<file path="src/rtl/mul_pkg.sv">
// Shared constants for the Avalon-MM shift-add multiplier: register map, CTRL bits, FSM encoding.
// Latency: n/a (declarations only).
// Backpressure: n/a.
package mul_pkg;

   // Word addresses of the register map
   localparam logic [1:0] ADDR_A    = 2'd0;
   localparam logic [1:0] ADDR_B    = 2'd1;
   localparam logic [1:0] ADDR_CTRL = 2'd2;
   localparam logic [1:0] ADDR_R    = 2'd3;

   // CTRL bit positions (start on write, busy on read share bit 0)
   localparam int CTRL_START  = 0;
   localparam int CTRL_BUSY   = 0;
   localparam int CTRL_DONE   = 1;
   localparam int CTRL_IRQ_EN = 2;

   // One iteration per multiplier bit
   localparam int unsigned      ITER_N   = 32;
   localparam int unsigned      CNT_W    = $clog2(ITER_N);
   localparam logic [CNT_W-1:0] CNT_LAST = CNT_W'(ITER_N - 1);

   typedef enum logic [1:0] {
      ST_IDLE = 2'd0,
      ST_RUN  = 2'd1,
      ST_DONE = 2'd2
   } state_t;

endpackage

</file>
<file path="src/rtl/avmm_mul_slave_if.sv">
// Avalon-MM slave bus bundle for the multiplier; irq exists only when MUL_IRQ_EN is defined.
// Latency: n/a (wiring only).
// Backpressure: slave drives waitrequest, master holds its request until it drops.
interface avmm_mul_slave_if;

   logic [1:0]  address;
   logic        read;
   logic        write;
   logic [31:0] writedata;
   logic [31:0] readdata;
   logic        readdatavalid;
   logic        waitrequest;
`ifdef MUL_IRQ_EN
   logic        irq;

   modport master (output address, read, write, writedata,
                   input  readdata, readdatavalid, waitrequest, irq);
   modport slave  (input  address, read, write, writedata,
                   output readdata, readdatavalid, waitrequest, irq);
`else
   modport master (output address, read, write, writedata,
                   input  readdata, readdatavalid, waitrequest);
   modport slave  (input  address, read, write, writedata,
                   output readdata, readdatavalid, waitrequest);
`endif

endinterface

</file>
<file path="src/rtl/mul_seq_core.sv">
// Sequential unsigned 32x32 shift-add multiplier keeping the low 32 product bits.
// Latency: start at cycle t -> busy t+1..t+32, done_o high in t+32, product_o updated at t+33.
// Backpressure: none; a start pulse always (re)loads the operands.
module mul_seq_core
   import mul_pkg::*;
(
   input  logic        clk,
   input  logic        rst_in,
   input  logic        start_i,
   input  logic [31:0] a_i,
   input  logic [31:0] b_i,
   output logic        busy_o,
   output logic        done_o,
   output logic [31:0] product_o
);

   logic [31:0]      a_q, b_q, acc_q, prod_q;
   logic [31:0]      acc_d;
   logic [CNT_W-1:0] cnt_q;
   logic             busy_q;
   logic             last_w;

   // Partial-product add for the current multiplier bit; bits above 31 fall off
   assign acc_d  = acc_q + (b_q[0] ? a_q : 32'd0);
   assign last_w = busy_q && (cnt_q == CNT_LAST);

   // Iteration state: load on start, then shift multiplicand left / multiplier right
   always_ff @(posedge clk or negedge rst_in) begin
      if (!rst_in) begin
         a_q    <= '0;
         b_q    <= '0;
         acc_q  <= '0;
         cnt_q  <= '0;
         busy_q <= 1'b0;
      end else if (start_i) begin
         a_q    <= a_i;
         b_q    <= b_i;
         acc_q  <= '0;
         cnt_q  <= '0;
         busy_q <= 1'b1;
      end else if (busy_q) begin
         a_q   <= a_q << 1;
         b_q   <= b_q >> 1;
         acc_q <= acc_d;
         cnt_q <= cnt_q + CNT_W'(1);
         if (last_w) begin
            busy_q <= 1'b0;
         end
      end
   end

   // Result register only changes on the final iteration, so R never shows a partial sum
   always_ff @(posedge clk or negedge rst_in) begin
      if (!rst_in) begin
         prod_q <= '0;
      end else if (last_w) begin
         prod_q <= acc_d;
      end
   end

   assign busy_o    = busy_q;
   assign done_o    = last_w;
   assign product_o = prod_q;

endmodule

</file>
<file path="src/rtl/avmm_mul_slave.sv">
// Avalon-MM register front end (A, B, CTRL, R) around mul_seq_core; irq port built only with MUL_IRQ_EN.
// Latency: reads return readdata/readdatavalid one cycle after acceptance; multiply takes 32 cycles.
// Backpressure: waitrequest in RUN for writes to A/B/CTRL and reads of R; released in the first DONE cycle.
module avmm_mul_slave
   import mul_pkg::*;
(
   input  logic            clk,
   input  logic            rst_in,
   avmm_mul_slave_if.slave bus
);

   state_t      state_q, state_d;
   logic [31:0] a_q, b_q;
   logic [31:0] readdata_q, rdata_d;
   logic        rdv_q;
   logic        wait_w, wr_acc, rd_acc, ctrl_wr, start_w;
   logic        core_busy, core_done;
   logic [31:0] core_product;
`ifdef MUL_IRQ_EN
   logic        irq_en_q;
`endif

   // FSM state register
   always_ff @(posedge clk or negedge rst_in) begin
      if (!rst_in) begin
         state_q <= ST_IDLE;
      end else begin
         state_q <= state_d;
      end
   end

   // FSM next state: a CTRL write without start leaves DONE (done is cleared by any CTRL write)
   always_comb begin
      state_d = state_q;
      case (state_q)
         ST_IDLE: if (start_w) state_d = ST_RUN;
         ST_RUN:  if (core_done) state_d = ST_DONE;
         ST_DONE: begin
            if (start_w) begin
               state_d = ST_RUN;
            end else if (ctrl_wr) begin
               state_d = ST_IDLE;
            end
         end
         default: state_d = ST_IDLE;
      endcase
   end

   // FSM outputs: stall decode and accept strobes; a write in the same cycle as a read wins
   always_comb begin
      wait_w  = 1'b0;
      wr_acc  = 1'b0;
      rd_acc  = 1'b0;
      ctrl_wr = 1'b0;
      start_w = 1'b0;
      if (state_q == ST_RUN) begin
         if (bus.write) begin
            wait_w = (bus.address != ADDR_R);
         end else if (bus.read) begin
            wait_w = (bus.address == ADDR_R);
         end
      end
      wr_acc  = bus.write && !wait_w;
      rd_acc  = bus.read && !bus.write && !wait_w;
      ctrl_wr = wr_acc && (bus.address == ADDR_CTRL);
      start_w = ctrl_wr && bus.writedata[CTRL_START];
   end

   // Operand registers; writes to R are accepted and dropped
   always_ff @(posedge clk or negedge rst_in) begin
      if (!rst_in) begin
         a_q <= '0;
         b_q <= '0;
      end else if (wr_acc) begin
         if (bus.address == ADDR_A) a_q <= bus.writedata;
         if (bus.address == ADDR_B) b_q <= bus.writedata;
      end
   end

`ifdef MUL_IRQ_EN
   // Interrupt enable, updated by every CTRL write regardless of start
   always_ff @(posedge clk or negedge rst_in) begin
      if (!rst_in) begin
         irq_en_q <= 1'b0;
      end else if (ctrl_wr) begin
         irq_en_q <= bus.writedata[CTRL_IRQ_EN];
      end
   end

   assign bus.irq = (state_q == ST_DONE) && irq_en_q;
`endif

   // Read mux for the addressed register
   always_comb begin
      rdata_d = '0;
      case (bus.address)
         ADDR_A:    rdata_d = a_q;
         ADDR_B:    rdata_d = b_q;
         ADDR_CTRL: begin
            rdata_d[CTRL_BUSY] = core_busy;
            rdata_d[CTRL_DONE] = (state_q == ST_DONE);
`ifdef MUL_IRQ_EN
            rdata_d[CTRL_IRQ_EN] = irq_en_q;
`endif
         end
         ADDR_R:    rdata_d = core_product;
         default:   rdata_d = '0;
      endcase
   end

   // Registered read response; readdata is held at zero between responses
   always_ff @(posedge clk or negedge rst_in) begin
      if (!rst_in) begin
         readdata_q <= '0;
         rdv_q      <= 1'b0;
      end else begin
         readdata_q <= rd_acc ? rdata_d : 32'd0;
         rdv_q      <= rd_acc;
      end
   end

   assign bus.readdata      = readdata_q;
   assign bus.readdatavalid = rdv_q;
   assign bus.waitrequest   = wait_w;

   mul_seq_core u_core (
      .clk       (clk),
      .rst_in    (rst_in),
      .start_i   (start_w),
      .a_i       (a_q),
      .b_i       (b_q),
      .busy_o    (core_busy),
      .done_o    (core_done),
      .product_o (core_product)
   );

endmodule
</file>
<file path="src/flat_wrapper.sv">
// flat-port wrapper written by rule: the top's interface ports become plain ports
module avmm_mul_slave_flat import mul_pkg::*;
  (clk, rst_in, bus_address, bus_read, bus_write, bus_writedata, bus_readdata, bus_readdatavalid, bus_waitrequest);
  avmm_mul_slave_if bus_i ();
  input  logic clk;
  input  logic rst_in;
  input wire logic [$bits(bus_i.address)-1:0] bus_address;
  input wire logic [$bits(bus_i.read)-1:0] bus_read;
  input wire logic [$bits(bus_i.write)-1:0] bus_write;
  input wire logic [$bits(bus_i.writedata)-1:0] bus_writedata;
  output wire logic [$bits(bus_i.readdata)-1:0] bus_readdata;
  output wire logic [$bits(bus_i.readdatavalid)-1:0] bus_readdatavalid;
  output wire logic [$bits(bus_i.waitrequest)-1:0] bus_waitrequest;
  assign bus_i.address = bus_address;
  assign bus_i.read = bus_read;
  assign bus_i.write = bus_write;
  assign bus_i.writedata = bus_writedata;
  assign bus_readdata = bus_i.readdata;
  assign bus_readdatavalid = bus_i.readdatavalid;
  assign bus_waitrequest = bus_i.waitrequest;
  avmm_mul_slave u_core (.clk(clk), .rst_in(rst_in), .bus(bus_i));
endmodule
</file>
<file path="config.mk">
export PLATFORM = sky130hd
export DESIGN_NAME = avmm_mul_slave_flat
export DESIGN_NICKNAME = d
export VERILOG_FILES = /design/src/rtl/mul_pkg.sv /design/src/rtl/avmm_mul_slave_if.sv /design/src/rtl/mul_seq_core.sv /design/src/rtl/avmm_mul_slave.sv /design/src/flat_wrapper.sv
export SDC_FILE = /design/constraint.sdc
export NUM_CORES = 1
export LEC_CHECK = 0
export ABC_AREA = 1
export BUFFER_PORTS_ARGS = -buffer_cell sky130_fd_sc_hd__clkbuf_2
export CORE_MARGIN = 2
export CORE_UTILIZATION = 61
export CTS_CLUSTER_DIAMETER = 100
export DETAILED_ROUTE_END_ITERATION = 8
export GPL_TIMING_DRIVEN = 1
export HOLD_SLACK_MARGIN = 0.1
export PLACE_DENSITY_LB_ADDON = 0.08
export SYNTH_ARGS = -nofsm -noshare
export SYNTH_HDL_FRONTEND = slang
export SYNTH_SLANG_ARGS = --single-unit
</file>
<file path="constraint.sdc">
create_clock -name clk -period 2.8 [get_ports clk]
set_clock_uncertainty 0.2 [all_clocks]
set_input_delay 0.56 -clock clk [delete_from_list [all_inputs] [get_ports clk]]
set_output_delay 0.56 -clock clk [all_outputs]
set_load 0.01 [all_outputs]
</file>
==> flow_summary_export.csv <==
group,metric,value,unit
finish,area_growth,16.37,%
sta,slew_headroom,48.18,%
yosys,synthTopCellsByArea,"dfrtp_1 49%, nand2_1 19%, inv_1 7.3%, o21ai_0 4.2%, ha_1 3.5%",
yosys,syn_inst,1558,
cts,htreeDepth,1,
cts,numCtsBuffers,25,
detailed_routing,routed_wl,32840,um
cts,clkLatencyLatePin,0.54,ns
detailed_routing,vias_per_cell,5.446,
sta,clock.fmax,386.4,MHz
yosys,ys_types,35,
placement,gp_congestion,1.028,
yosys,synth_area_per_cell,7.641,um2
grt,met1_usage,50.61,%
cts,cts_tree,"built",
pwr,internal_power,8029,uW
cts,cts_root_buffer,"clkbuf_16",
yosys,yosysTopAreaCell,"dfrtp_1",
setup_path,cp.required,3.08,ns
placement,dp_cells,1856,
die,dieWidth,143.7,um
pwr,clkPwrFrac,28.7,%
pwr,combPwrFrac,28.6,%
setup_path,critPathCapture,"u_core.u_core.product_o[24]$_DFFE_PN0P_",
run_status,outcome,"finished clean",
grt,grt.met3_usage,6.631,%
die,die_area,20650,um2
setup_path,critPathKind,"flip-flop to flip-flop",
cts,post-cts-setup-buffers,0,
pwr,ir_worst_vdd,0.6524,mV
sta,fin_crit_sh,92.43,%
detailed_routing,drtAntennaViolNets,0,
yosys,yosysTopAreaCellShare,48.98,%
grt,grt_antenna_before_repair,0,
setup_path,crit_path_end_kind,"flip-flop",
finish,antenna_cells,0,
sta,finalHoldViolations,0,
sta,setup-tns-final,0,ns
setup_path,rrSetupSlack,0.21,ns
die,start_util,61.57,%
hold_path,hold_class,"input pin to flip-flop",
sta,holdWs,0.1163,ns
cts,cts.clk_slew.worst_paths,0.06,ns
setup_path,r2r-end,"u_core.u_core.product_o[24]$_DFFE_PN0P_",
pwr,swShare,36.65,%
setup_path,start_kind,"flip-flop",
grt,grt_use_met2,49.17,%
yosys,synth_warnings,0,
finish,final_common_cell,"nand2_1",
finish,fin_cells,1933,
grt,grt_pass1_vias,10106,
sta,maxSlewViolCount,0,
pwr,p_sw,4645,uW
detailed_routing,firstDrtPassIters,6,
setup_path,r2r_start,"u_core.u_core.b_q[0]$_DFFE_PN0P_",
sta,tightest_slew,0.7765,ns
yosys,ys_seq_elements,233,
hold_path,worstHoldStart,"bus_writedata[0]",
cts,cts_buffer_depth,3,
setup_path,worst-path-buf-inv,1,
placement,io_buffers,71,
pwr,power-per-cell-area,915.0,nW/um2
setup_path,path_cells,"nand2_1 > inv_1 > ha_1 > fa_2 > nand3_1 > nand3_1 > nand2_1 > nand2_1 > nand3_1 > nand3_1 > nand2_1 > nand3_1 > nand2_1",
setup_path,worst-path-stages,13,
setup_path,reg2reg_depth,13,
pwr,p_seq_share,42.8,%
setup_path,cp_slowest_cell,"dfrtp_2",
die,die_y,143.7,um
placement,dpl_cell_area,12620,um2
die,core,19330,um2
grt,busiest_layer,"met1",
finish,fin_area,13850,um2
grt,grt_use_total,33.18,%
die,io_pins,72,
flow_run,drv_cap,0,
detailed_routing,drc,0,
finish,finalNetCount,1721,
placement,hpwl,22820,um
grt,grt_pass1_wl,53190,um
finish,layout-drive-gt1-share,9.173,%
grt,grt_max_degree,75,
setup_path,cp_top_family,"simple AND/OR/NAND/NOR gates",
yosys,yosysSeqAreaShare,48.98,%
finish,fill_cells,1562,
setup_path,path_max_fanout,9,
pwr,power.leakage,0.007474,uW
setup_path,worstPathArrival,2.86,ns
sta,setup_viol,0,
cts,cts.sinks,233,
setup_path,crit_path_start,"u_core.u_core.b_q[0]$_DFFE_PN0P_",
detailed_routing,drt-initial-drc-count,819,
detailed_routing,dr_total_vias,10527,
die,num_rows,51,
detailed_routing,wl_per_cell,16.99,um
finish,final_cell_mix,"606 x nand2_1, 233 x inv_1, 232 x dfrtp_1",
sta,min_period,2.588,ns
sta,rsz0062_at_grt,"false",
yosys,syn_area,11900,um2
setup_path,slowest_delay,0.47,ns
grt,grt_remaining_overflow,0,
yosys,syn_nets,1630,
[power groups by stage]
stage	clock (uW)	sequential, uW	combinational [uW]
after floorplan	0	5100	2580
after global placement	0	5380	3430
after detailed placement	0	5410	3530
after CTS	3660	5380	3600
after global routing	3810	5530	4090
final	3640	5420	3620
[registers in the layout, summed over array words and instances, names as in the netlist]
register / cells
u_core.a_q: 32
u_core.b_q: 32
u_core.bus.readdata: 32
u_core.u_core.a_q: 32
u_core.u_core.acc_q: 32
u_core.u_core.b_q: 32
u_core.u_core.product_o: 32
u_core.u_core.cnt_q: 5
u_core.state_q: 2
u_core.bus.readdatavalid: 1
u_core.u_core.busy_o: 1
[kinds of logic (layout without fill, tap and decap cells)]
group / after synthesis / in the layout / synth area share [%]
XOR/XNOR: 17 / 17 / 1.251
flip-flops: 233 / 233 / 48.98
adder cells (fa/ha/maj): 34 / 34 / 3.637
AO/OA/AOI/OAI: 214 / 214 / 11.11
buffers and inverters: 298 / 408 / 9.817
AND/OR/NAND/NOR: 762 / 762 / 25.20
[worst min path at each step]
stage / end / slack [ns] / depth (start not counted)
after floorplan: u_core.a_q[0]$_DFFE_PN0P_ / 0.06 / 0
after global placement: u_core.u_core.b_q[29]$_DFFE_PN0P_ / 0.26 / 2
after detailed placement: u_core.u_core.b_q[29]$_DFFE_PN0P_ / 0.27 / 2
after CTS: u_core.b_q[0]$_DFFE_PN0P_ / 0.10 / 3
after global routing: u_core.a_q[0]$_DFFE_PN0P_ / 0.12 / 3
final: u_core.b_q[0]$_DFFE_PN0P_ / 0.12 / 3
[Yosys cell counts]
library cell / n
a21o_1: 1
a21oi_1: 20
nor3_1: 3
a31oi_1: 23
buf_2: 25
nand3b_1: 3
nand3_1: 75
fa_1: 1
o21bai_1: 3
a21boi_2: 1
buf_6: 1
nand4_1: 4
a41oi_1: 1
and2_1: 1
a22oi_1: 1
nand2_1: 608
o211ai_1: 30
and3_1: 1
ha_1: 33
dfrtp_1: 233
nand2_4: 1
inv_1: 233
nand3_2: 1
xor2_1: 8
clkbuf_1: 32
nor2_1: 64
buf_4: 3
o22ai_1: 1
nand2_2: 1
xnor2_1: 9
inv_2: 4
a221oi_1: 8
o21ai_0: 100
a22o_1: 5
o221ai_1: 20
[layer usage]
layer / wire, um / up-vias
met5: 0 / -
met4: 719 / 0
met3: 2705 / 53
met2: 14140 / 399
met1: 15270 / 4983
li1: - / 5092
[what timing repair did]
item                                    in CTS  in global routing
endpoints found under the setup margin       0                 15
gates resized for setup                      0                  4
hold buffers                                31                  0
endpoints found under the hold margin      124                  0
[layout make-up]
type | count | area [um2] | area share [%]
multi-input cells | 1027 | 4927 | 35.57
well taps | 265 | 331.6 | 2.394
clock buffers | 32 | 691.9 | 4.995
repair buffers | 125 | 960.9 | 6.937
flip-flops and latches | 233 | 5832 | 42.10
inverters | 237 | 889.6 | 6.422
clock inverters | 14 | 219.0 | 1.581
[stage by stage]
| stage | worst slack [ns] | utilization (%) | total power (uW) |
|---|---|---|---|
| after floorplan | 0.3496 | - | 7677 |
| after global placement | 0.1674 | 65.26 | 8808 |
| after detailed placement | 0.1694 | 65.26 | 8941 |
| after CTS | 0.1432 | 71.57 | 12640 |
| after global routing | 0.002545 | 71.64 | 13430 |
| final | 0.2119 | 71.64 | 12670 |
[worst register-to-register path, delay by kind of cell (launching register included)]
kind / cells / cell delay, ns
DFF: 1 / 0.47
adders and majority gates: 2 / 0.65
and+or+nand+nor: 10 / 1.16
buffers and inverters: 1 / 0.04
No activity file was read; power rests on OpenSTA's default activity.
